<file path="config.mk">
export PLATFORM = sky130hd
export DESIGN_NAME = control_unit
export DESIGN_NICKNAME = d
export VERILOG_FILES = /design/src/rtl/cu_pkg.sv /design/src/rtl/cu_decode.sv /design/src/rtl/control_unit.sv
export SDC_FILE = /design/constraint.sdc
export NUM_CORES = 1
export LEC_CHECK = 0
export ABC_AREA = 1
export CAP_MARGIN = 20
export CORE_MARGIN = 2
export CORE_UTILIZATION = 36
export CTS_CLUSTER_SIZE = 8
export DETAILED_ROUTE_END_ITERATION = 8
export DONT_BUFFER_PORTS = 1
export PLACE_DENSITY = 0.52
export SYNTH_ARGS = -nofsm -noshare
export SYNTH_HDL_FRONTEND = slang
export SYNTH_SLANG_ARGS = --single-unit
</file>
<file path="constraint.sdc">
create_clock -name clk -period 2.6 [get_ports clk]
set_input_delay 0.39 -clock clk [delete_from_list [all_inputs] [get_ports clk]]
set_output_delay 0.39 -clock clk [all_outputs]
set_load 0.02 [all_outputs]
</file>
<file path="src/rtl/cu_pkg.sv">
// rtl/cu_pkg.sv - control unit opcodes, FSM state codes, select codes and strobe bundle
package cu_pkg;

  localparam int ST_W = 5;

  localparam logic [ST_W-1:0] S_FETCH1 = 5'd0;
  localparam logic [ST_W-1:0] S_FETCH2 = 5'd1;
  localparam logic [ST_W-1:0] S_FETCH3 = 5'd2;
  localparam logic [ST_W-1:0] S_FETCH4 = 5'd3;
  localparam logic [ST_W-1:0] S_LDAC1  = 5'd4;
  localparam logic [ST_W-1:0] S_LDAC2  = 5'd5;
  localparam logic [ST_W-1:0] S_LDAC3  = 5'd6;
  localparam logic [ST_W-1:0] S_LDAC4  = 5'd7;
  localparam logic [ST_W-1:0] S_LDAC5  = 5'd8;
  localparam logic [ST_W-1:0] S_LDAC6  = 5'd9;
  localparam logic [ST_W-1:0] S_LDAC7  = 5'd10;
  localparam logic [ST_W-1:0] S_STAC1  = 5'd11;
  localparam logic [ST_W-1:0] S_STAC2  = 5'd12;
  localparam logic [ST_W-1:0] S_STAC3  = 5'd13;
  localparam logic [ST_W-1:0] S_STAC4  = 5'd14;
  localparam logic [ST_W-1:0] S_STAC5  = 5'd15;
  localparam logic [ST_W-1:0] S_STAC6  = 5'd16;
  localparam logic [ST_W-1:0] S_ADD1   = 5'd17;
  localparam logic [ST_W-1:0] S_ADD2   = 5'd18;
  localparam logic [ST_W-1:0] S_JMP1   = 5'd19;
  localparam logic [ST_W-1:0] S_JMP2   = 5'd20;
  localparam logic [ST_W-1:0] S_HALT   = 5'd21;

  localparam logic [7:0] OP_NOP  = 8'h00;
  localparam logic [7:0] OP_LDAC = 8'h01;
  localparam logic [7:0] OP_STAC = 8'h02;
  localparam logic [7:0] OP_ADD  = 8'h03;
  localparam logic [7:0] OP_JMPZ = 8'h04;
  localparam logic [7:0] OP_JMPN = 8'h05;
  localparam logic [7:0] OP_HALT = 8'hFF;

  localparam logic [3:0] MUXA_SEL1 = 4'b0001;
  localparam logic [3:0] MUXA_SEL2 = 4'b0010;
  localparam logic [1:0] MUXB_SEL1 = 2'b01;
  localparam logic [1:0] MUXB_SEL2 = 2'b10;
  localparam logic [3:0] ALU_PASS  = 4'b0001;
  localparam logic [3:0] ALU_ADD   = 4'b0010;
  localparam logic [3:0] ALU_CAT   = 4'b1101;

  typedef struct packed {
    logic inc_pc;
    logic write_pc;
    logic write_iar;
    logic inc_iar;
    logic write_idr;
    logic write_ir;
    logic write_tr;
    logic write_mar;
    logic write_dram;
    logic off_dram;
    logic write1_mdr;
    logic write2_mdr;
    logic write_ac;
  } strobe_t;

endpackage

</file>
<file path="src/rtl/cu_decode.sv">
// rtl/cu_decode.sv - state to control-word decode; strobes gated by step, selects are not
module cu_decode
  import cu_pkg::*;
#(
  parameter int MUXA_W = 4,
  parameter int MUXB_W = 2,
  parameter int ALU_W  = 4
) (
  input  logic [ST_W-1:0]   state,
  input  logic              taken,
  input  logic              step,
  output strobe_t           strobes,
  output logic [MUXA_W-1:0] select_mux_a,
  output logic [MUXB_W-1:0] select_mux_b,
  output logic [ALU_W-1:0]  alu_sel,
  output logic              halted
);

  strobe_t cw;

  always_comb begin
    cw           = '0;
    select_mux_a = '0;
    select_mux_b = '0;
    alu_sel      = '0;
    halted       = 1'b0;
    case (state)
      S_FETCH1: cw.write_iar = 1'b1;
      S_FETCH2: begin cw.inc_pc = 1'b1; cw.write_idr = 1'b1; end
      S_FETCH3: begin cw.write_iar = 1'b1; cw.write_ir = 1'b1; end
      S_LDAC1, S_STAC1: begin
        cw.inc_pc    = 1'b1;
        cw.inc_iar   = 1'b1;
        cw.write_idr = 1'b1;
      end
      S_LDAC2, S_STAC2: begin
        cw.inc_pc    = 1'b1;
        cw.write_idr = 1'b1;
        cw.write_tr  = 1'b1;
      end
      S_LDAC3, S_STAC3: begin
        select_mux_a = MUXA_W'(MUXA_SEL1);
        select_mux_b = MUXB_W'(MUXB_SEL1);
        alu_sel      = ALU_W'(ALU_CAT);
      end
      S_LDAC4, S_STAC4: cw.write_mar = 1'b1;
      S_LDAC5: cw.write1_mdr = 1'b1;
      S_LDAC6: begin
        select_mux_a = MUXA_W'(MUXA_SEL2);
        alu_sel      = ALU_W'(ALU_PASS);
      end
      S_LDAC7: cw.write_ac = 1'b1;
      S_STAC5: begin
        select_mux_b  = MUXB_W'(MUXB_SEL2);
        alu_sel       = ALU_W'(ALU_PASS);
        cw.write2_mdr = 1'b1;
      end
      S_STAC6: cw.write_dram = 1'b1;
      S_ADD1: begin
        select_mux_a = MUXA_W'(MUXA_SEL2);
        select_mux_b = MUXB_W'(MUXB_SEL2);
        alu_sel      = ALU_W'(ALU_ADD);
      end
      S_ADD2: cw.write_ac = 1'b1;
      // A taken jump loads the PC; an untaken one skips the address word in two increments
      S_JMP1: begin
        if (taken) cw.write_pc = 1'b1;
        else       cw.inc_pc   = 1'b1;
      end
      S_JMP2: cw.inc_pc = 1'b1;
      S_HALT: halted = 1'b1;
      default: ;
    endcase
  end

  assign strobes = step ? cw : '0;

endmodule

</file>
<file path="src/rtl/control_unit.sv">
// rtl/control_unit.sv - control unit FSM and retired-instruction counter; CU_SINGLE_STEP_EN adds step
module control_unit
  import cu_pkg::*;
#(
  parameter int IR_W   = 9,
  parameter int OPC_W  = 8,
  parameter int MUXA_W = 4,
  parameter int MUXB_W = 2,
  parameter int ALU_W  = 4,
  parameter int ICNT_W = 16
) (
  input  logic              clk,
  input  logic              rst,
`ifdef CU_SINGLE_STEP_EN
  input  logic              step,
`endif
  input  logic [IR_W-1:0]   dout_ir,
  input  logic              zero,
  input  logic              neg,
  input  logic              lsb,
  output logic              inc_pc,
  output logic              write_pc,
  output logic              write_iar,
  output logic              inc_iar,
  output logic              write_idr,
  output logic              write_ir,
  output logic              write_tr,
  output logic              write_mar,
  output logic              write_dram,
  output logic              off_dram,
  output logic              write1_mdr,
  output logic              write2_mdr,
  output logic              write_ac,
  output logic [MUXA_W-1:0] select_mux_a,
  output logic [MUXB_W-1:0] select_mux_b,
  output logic [ALU_W-1:0]  alu_sel,
  output logic              halted,
  output logic [ICNT_W-1:0] instr_count
);

  logic [ST_W-1:0]  state;
  logic [ST_W-1:0]  state_next;
  logic [OPC_W-1:0] opcode;
  logic             retire;
  logic             jmp_neg;
  logic             taken;
  logic             advance;
  logic             unused_inputs;
  strobe_t          strobes;

  assign opcode        = dout_ir[OPC_W-1:0];
  assign unused_inputs = ^{lsb, dout_ir[IR_W-1:OPC_W]};
  assign taken         = jmp_neg ? neg : zero;

`ifdef CU_SINGLE_STEP_EN
  assign advance = step;
`else
  assign advance = 1'b1;
`endif

  // retire marks the last cycle of an instruction, including the entry into HALT
  always_comb begin
    state_next = state;
    retire     = 1'b0;
    case (state)
      S_FETCH1: state_next = S_FETCH2;
      S_FETCH2: state_next = S_FETCH3;
      S_FETCH3: state_next = S_FETCH4;
      S_FETCH4: begin
        case (opcode)
          OPC_W'(OP_LDAC): state_next = S_LDAC1;
          OPC_W'(OP_STAC): state_next = S_STAC1;
          OPC_W'(OP_ADD):  state_next = S_ADD1;
          OPC_W'(OP_JMPZ),
          OPC_W'(OP_JMPN): state_next = S_JMP1;
          OPC_W'(OP_HALT): begin state_next = S_HALT; retire = 1'b1; end
          default:         begin state_next = S_FETCH1; retire = 1'b1; end
        endcase
      end
      S_LDAC1: state_next = S_LDAC2;
      S_LDAC2: state_next = S_LDAC3;
      S_LDAC3: state_next = S_LDAC4;
      S_LDAC4: state_next = S_LDAC5;
      S_LDAC5: state_next = S_LDAC6;
      S_LDAC6: state_next = S_LDAC7;
      S_STAC1: state_next = S_STAC2;
      S_STAC2: state_next = S_STAC3;
      S_STAC3: state_next = S_STAC4;
      S_STAC4: state_next = S_STAC5;
      S_STAC5: state_next = S_STAC6;
      S_ADD1:  state_next = S_ADD2;
      S_LDAC7, S_STAC6, S_ADD2, S_JMP2: begin
        state_next = S_FETCH1;
        retire     = 1'b1;
      end
      S_JMP1: begin
        state_next = taken ? S_FETCH1 : S_JMP2;
        retire     = taken;
      end
      S_HALT:  state_next = S_HALT;
      default: state_next = S_FETCH1;
    endcase
  end

  always_ff @(posedge clk) begin
    if (rst) begin
      state       <= S_FETCH1;
      instr_count <= '0;
      jmp_neg     <= 1'b0;
    end else if (advance) begin
      state <= state_next;
      if (retire) instr_count <= instr_count + ICNT_W'(1);
      if (state == S_FETCH4) jmp_neg <= (opcode == OPC_W'(OP_JMPN));
    end
  end

  cu_decode #(
    .MUXA_W (MUXA_W),
    .MUXB_W (MUXB_W),
    .ALU_W  (ALU_W)
  ) u_decode (
    .state        (state),
    .taken        (taken),
    .step         (advance),
    .strobes      (strobes),
    .select_mux_a (select_mux_a),
    .select_mux_b (select_mux_b),
    .alu_sel      (alu_sel),
    .halted       (halted)
  );

  assign inc_pc     = strobes.inc_pc;
  assign write_pc   = strobes.write_pc;
  assign write_iar  = strobes.write_iar;
  assign inc_iar    = strobes.inc_iar;
  assign write_idr  = strobes.write_idr;
  assign write_ir   = strobes.write_ir;
  assign write_tr   = strobes.write_tr;
  assign write_mar  = strobes.write_mar;
  assign write_dram = strobes.write_dram;
  assign off_dram   = strobes.off_dram;
  assign write1_mdr = strobes.write1_mdr;
  assign write2_mdr = strobes.write2_mdr;
  assign write_ac   = strobes.write_ac;

endmodule
</file>
==> results.toml, run 1 <==
[placement]
place.port_buffers = 0
dpl.hpwl_um = 3083
place_congestion = 0.8800
dpl_cell_area_um2 = 1667
place_inst = 316

[timing]
finalCriticalPeriod_ns = 2.343
finalSetupViolCount = 0
tightestPinTransition_ns = 1.121
slew_violations = 0
finalClockSkew_ns = 0.01344
final_hold_viol_count = 0
period_share = 0.9011
rsz0062_at_grt = "no"
finalSetupTns_ns = 0
maxSlewHeadroom = 0.2434
max_freq_mhz = 426.8

[clock_network]
clock_path_buffers = 2
numCtsBuffers = 3
cts.reportedPaths.clkPinSlew_ns = 0.09
clk_latency_ns = 0.27
cts_root_buf = "clkbuf_8"
cts_max_level = 1
cts_tree = "done"
cts_resized = 0
cts.sinks = 22
cts_setup_buffers = 0
hold_buffers = 0

[global_route]
grt-ovfl-total = 0
met3_usage = 0.03376
grt_util_all_layers = 0.1644
grt_pass1_vias = 1473
grt_pass1_wl_um = 6906
antenna_found_initial = 0
gr-usage-met1 = 0.2395
grt.busiest_layer = "met2"
grt_max_degree = 23
use_met2 = 0.2449

[floorplanning]
die_area_um2 = 5150
core_area_um2 = 4384
num_rows = 24
floorplan.initialDensity = 0.3770
die-height_um = 71.76
io_pins = 54
die-width_um = 71.76

[yosys]
synth.top_cell.area_share = 0.2665
synthCells = 271
ys_seq_area_frac = 0.2665
netlist-cell-type-count = 30
synth_area_leaders = "dfxtp_1, nand2_1, nand3_1, nor2_1, inv_1"
synth_warnings = 0
avgSynthCellArea_um2 = 6.099
synth_seq_cells = 22
synth_top_cell_by_area = "dfxtp_1"
syn_area_um2 = 1653

[routing]
avgViaCountPerCell = 5.106
wl_per_cell_um = 12.75
vias = 1634
drc = 0
drt-pass1-iter-count = 4
wl_um = 4080
drt-initial-drc-count = 136
ant_nets = 0

[cells_and_area]
postLayoutCellArea_um2 = 1738
diodes = 0
fin_nets = 284
drive_gt1_frac = 0.05970
instances_no_fill = 320
area_delta_synth_final_pct = 5.148

[worst_setup_path]
path_class = "flip-flop to primary output"
critPathBufInv = 2
cp.arrival_ns = 1.95
end_kind = "primary output"
crit_path_frequent_cell = "inv_1"
crit_family = "flip-flops"
cp-start-kind = "flip-flop"
cpMaxStageDelayCell = "dfxtp_1"
crit_chain = "inv_1 -> nand3_1 -> nor2_1 -> inv_1 -> nand2_1 -> nor3_1 -> o311ai_0"
cp_max_fo = 10
cpPeakStageDelay_ns = 0.53
worstPathRequired_ns = 2.21

[power]
p_leak_uw = 0.0007278
power.density_nw_per_um2 = 446.7
ir_drop_v = 0.0002548

[status]
status = "finished, final reports clean"

[worst_hold_path]
hold_class = "primary input to flip-flop"

[flow_run]
drv_cap = 0
==> synth_stat cells (all sizes together) <==
cell,n
nor2,47
nand3,37
or2,1
o21ai,13
ha,1
a21oi,20
nand3b,1
inv,29
xnor2,5
clkbuf,2
dfxtp,22
nor3,4
buf,8
xor2,6
nand4,4
a31oi,1
conb,1
o311ai,1
nand2,68
==> cell usage in the layout, fill, tap and decap left out, drive strengths merged <==
cell	Yosys	final
nand2	68	68
nor2	47	47
nand3	37	37
inv	29	29
dfxtp	22	22
a21oi	20	20
o21ai	13	13
xor2	6	6
xnor2	5	5
nand4	4	4
nor3	4	4
conb	1	3
clkbuf	2	3
o311ai	1	1
or2	1	1
nand3b	1	1
a31oi	1	1
ha	1	1
bufinv	0	1
buf	8	1
==> state kept, by name (all words and copies together), names as in the netlist <==
register,flops
instr_count,16
jmp_neg,1
state,5
==> final timing paths <==
kind / cells past startpoint / slack, ns / startpoint / endpoint
worst min register to register: 2 / 0.54 / jmp_neg / jmp_neg
worst max-delay path: 7 / 0.26 / state[4] / inc_pc
worst min-delay path: 1 / 0.18 / rst / instr_count[2]
worst max register to register: 7 / 0.74 / state[4] / state[4]
==> worst register-to-register path: cells and delay by family (launching register included) <==
kind	cells	cell delay, ns
AND/OR/NAND/NOR	4	0.91
flip-flops	1	0.41
buffers and inverters	2	0.31
AO/OA/AOI/OAI	1	0.16
==> layout make-up <==
cell class	instances	area [um2]
Clock buffer	3	41.29
Clock inverter	1	30.03
Fill cell	502	2646
Inverter	29	108.9
Multi-Input combinational cell	212	1045
Sequential cell	22	440.4
Tap cell	52	65.06
Timing Repair Buffer	1	7.507
==> kinds of logic after synthesis <==
logic type	count (synthesis)	synth area share
simple gates	162	0.4504
buf+inv	39	0.1060
compound gates	35	0.1090
flops	22	0.2665
xor+xnor	11	0.05829
fa+ha+maj	1	0.007569
other cells	1	0.002269
==> power breakdown <==
group	switching, uW	total, uW	internal [uW]
Combinational	73.7	97.5	23.8
Sequential	10.2	353	343
Clock	120	326	206
==> metal layers <==
metal | share of wire | vias to the layer above
met1 | 0.50 | 721
met3 | 0.068 | 2
met4 | 0.0039 | 0
met5 | 0 | -
li1 | - | 863
met2 | 0.43 | 48
==> metrics by stage <==
step / utilization / worst slack, ns / hold WS (ns) / power (uW)
3_3_place_gp: 0.3801 / 0.5295 / 0.4637 / 459.2
5_1_grt: 0.3964 / 0.02986 / 0.1563 / 809.4
2_1_floorplan: - / 0.5628 / 0.4591 / 449.8
4_1_cts: 0.3964 / 0.2437 / 0.1618 / 788.0
6_report: 0.3964 / 0.2571 / 0.1775 / 776.3
3_5_place_dp: 0.3801 / 0.5424 / 0.4641 / 458.6
Note: power is estimated with default switching activity, not from simulation.
==> inputs of run 2 (changes only) <==
SYNTH_HIERARCHICAL = 1   (was default)
==> run 2 against run 1 <==
  * Synthesized cell count grew 14%
  * Largest cell class unchanged
  * Core utilization shrank 1.3 points
  * Sequential power is essentially flat
  * Clock skew shrank 0.0094 ns
  * Maximum frequency grew 4.0%
  * Sequential share of layout area shrank 4.1 points
  * Hold slack lost 0.00079 ns
  * Synthesized area grew 20%
  * Sequential cell count is the same
==> results.toml, run 2 <==
[yosys]
synthTopCellsByCount = "nand2_1, nor2_1, nand3_1"
netlist-cell-type-count = 35
synth_seq_cells = 22
synth_async_sr_flop_share = 0
syn_area_um2 = 1986
synth_top_cell_by_area = "dfxtp_1"
synth_warnings = 6
synth_area_leaders = "dfxtp_1, nand2_1, nand3_1, nor2_1, inv_1"
ys.flop_type = "dfxtp_1"
avgSynthCellArea_um2 = 6.447
ys_seq_area_frac = 0.2218
synthCells = 308
synth_edf_count = 0
synth.top_cell.area_share = 0.2218
synth.most_common_cell = "nand2_1"

[clock_network]
cts_tree = "done"
clk_latency_ns = 0.27
cts.reportedPaths.clkPinSlew_ns = 0.08
cts.sinks = 22
cts_setup_buffers = 0
hold_buffers = 0
cts_max_level = 1
cts_resized = 0
clock_path_buffers = 2
cts_root_buf = "clkbuf_8"
numCtsBuffers = 3

[global_route]
grt_util_all_layers = 0.1540
grt-ovfl-total = 0
grt_pass1_vias = 1806
grt_max_degree = 23
antenna_found_initial = 0
grt_pass1_wl_um = 7886

[floorplanning]
die_area_um2 = 6125
die-height_um = 78.27
die-width_um = 78.27
core_area_um2 = 5405
io_pins = 54
num_rows = 27
floorplan.initialDensity = 0.3674

[timing]
slew_violations = 0
finalSetupTns_ns = 0
rsz0062_at_grt = "no"
final_hold_viol_count = 0
maxSlewHeadroom = 0.5819
tightestPinTransition_ns = 0.6224
finalSetupViolCount = 0
period_share = 0.8665
finalCriticalPeriod_ns = 2.253
max_freq_mhz = 443.9
finalClockSkew_ns = 0.004033
whs_ns = 0.1767

[power]
power.density_nw_per_um2 = 361.0
p_leak_uw = 0.0008199
ir_drop_v = 0.0002243

[placement]
dpl.hpwl_um = 3471
place.port_buffers = 0
place_congestion = 0.8361

[flow_run]
drv_cap = 0

[worst_setup_path]
crit_chain = "nor2_1 -> nand2_1 -> nor2_1 -> inv_1 -> nand2_1"
cpMaxStageDelayCell = "dfxtp_1"
cp-start-kind = "flip-flop"
cp_max_fo = 14
worstPathRequired_ns = 2.21
end_kind = "primary output"
critPathBufInv = 1
path_class = "flip-flop to primary output"
cpPeakStageDelay_ns = 0.48
crit_family = "simple AND/OR/NAND/NOR gates"
cp.arrival_ns = 1.86

[cells_and_area]
final_common_cell = "nand2_1"
fin_util = 0.3833
largest_reg_flops = 16
drive_gt1_frac = 0.1688
top_register = "instr_count"
diodes = 0
top_regs = "instr_count: 16 flops, state: 5 flops, jmp_neg: 1 flops"
area_delta_synth_final_pct = 4.348
final_cell_mix = "nand2_1, nor2_1, nand3_1"
fin_nets = 324

[routing]
ant_nets = 0
drc = 0
wl_um = 4504
avgViaCountPerCell = 4.918
wl_per_cell_um = 11.85
drt-initial-drc-count = 117
vias = 1869
drt-pass1-iter-count = 4

[worst_hold_path]
hold_class = "primary input to flip-flop"

[status]
status = "finished, final reports clean"
-- run 2: worst reg2reg max path, stage by stage, from the launching register on --
cell and delay [ns]:
dfxtp_1 0.68, clkinv_2 0.22, nand3_1 0.19, o21ai_2 0.11, nor2_8 0.27, nand2_4 0.22
nand2_1 0.12, a21oi_1 0.06
-- run 2: path summary, 6_finish.rpt --
| path | slack [ns] | from | cells past startpoint | end |
|---|---|---|---|---|
| setup / recovery | 0.35 | state[3] | 5 | select_mux_a[1] |
| setup reg to reg | 0.64 | state[4] | 7 | instr_count[14] |
| hold / removal | 0.18 | rst | 1 | instr_count[4] |
| hold reg to reg | 0.50 | jmp_neg | 2 | jmp_neg |
-- run 2: area by class of cell --
cell class | count | area, um2
Fill cell | 614 | 3333
Multi-Input combinational cell | 240 | 1300
Sequential cell | 22 | 440.4
Inverter | 39 | 147.6
Tap cell | 72 | 90.09
Clock buffer | 3 | 41.29
Clock inverter | 1 | 30.03
Timing Repair Buffer | 3 | 22.52
-- run 2: power breakdown --
group	total, uW	internal [uW]	switching [uW]
Combinational	74.4	21.9	52.4
Clock	322	206	116
Sequential	352	340	12.0
Total	748	568	180
-- run 2: layer usage --
layer / vias to the layer above / share of wire / global-route usage
li1: 986 / - / -
met1: 825 / 0.47 / 0.1875
met2: 52 / 0.45 / 0.2681
met3: 6 / 0.067 / 0.03563
met4: 0 / 0.014 / 0.04912
met5: - / 0 / 0
-- run 2: logic make-up after synthesis --
| kind of cell | share of synthesized area |
|---|---|
| and+or+nand+nor | 0.4757 |
| other | 0.003782 |
| buffers and inverters | 0.1292 |
| DFF | 0.2218 |
| adders and majority gates | 0.006300 |
| AOI/OAI and AO/OA | 0.1103 |
| xor gates and xnor gates | 0.05293 |
-- run 2: metrics by stage --
stage          instance area (um2)  instances  setup slack (ns)  power, uW
3_3_place_gp                  2001        376            0.6294      434.2
2_1_floorplan                 1997        311            0.8396      433.5
3_5_place_dp                  2001        376            0.6332      434.1
5_1_grt                       2072        380            0.1819      780.0
6_report                      2072        380            0.3472      748.0
4_1_cts                       2072        380            0.3346      756.8
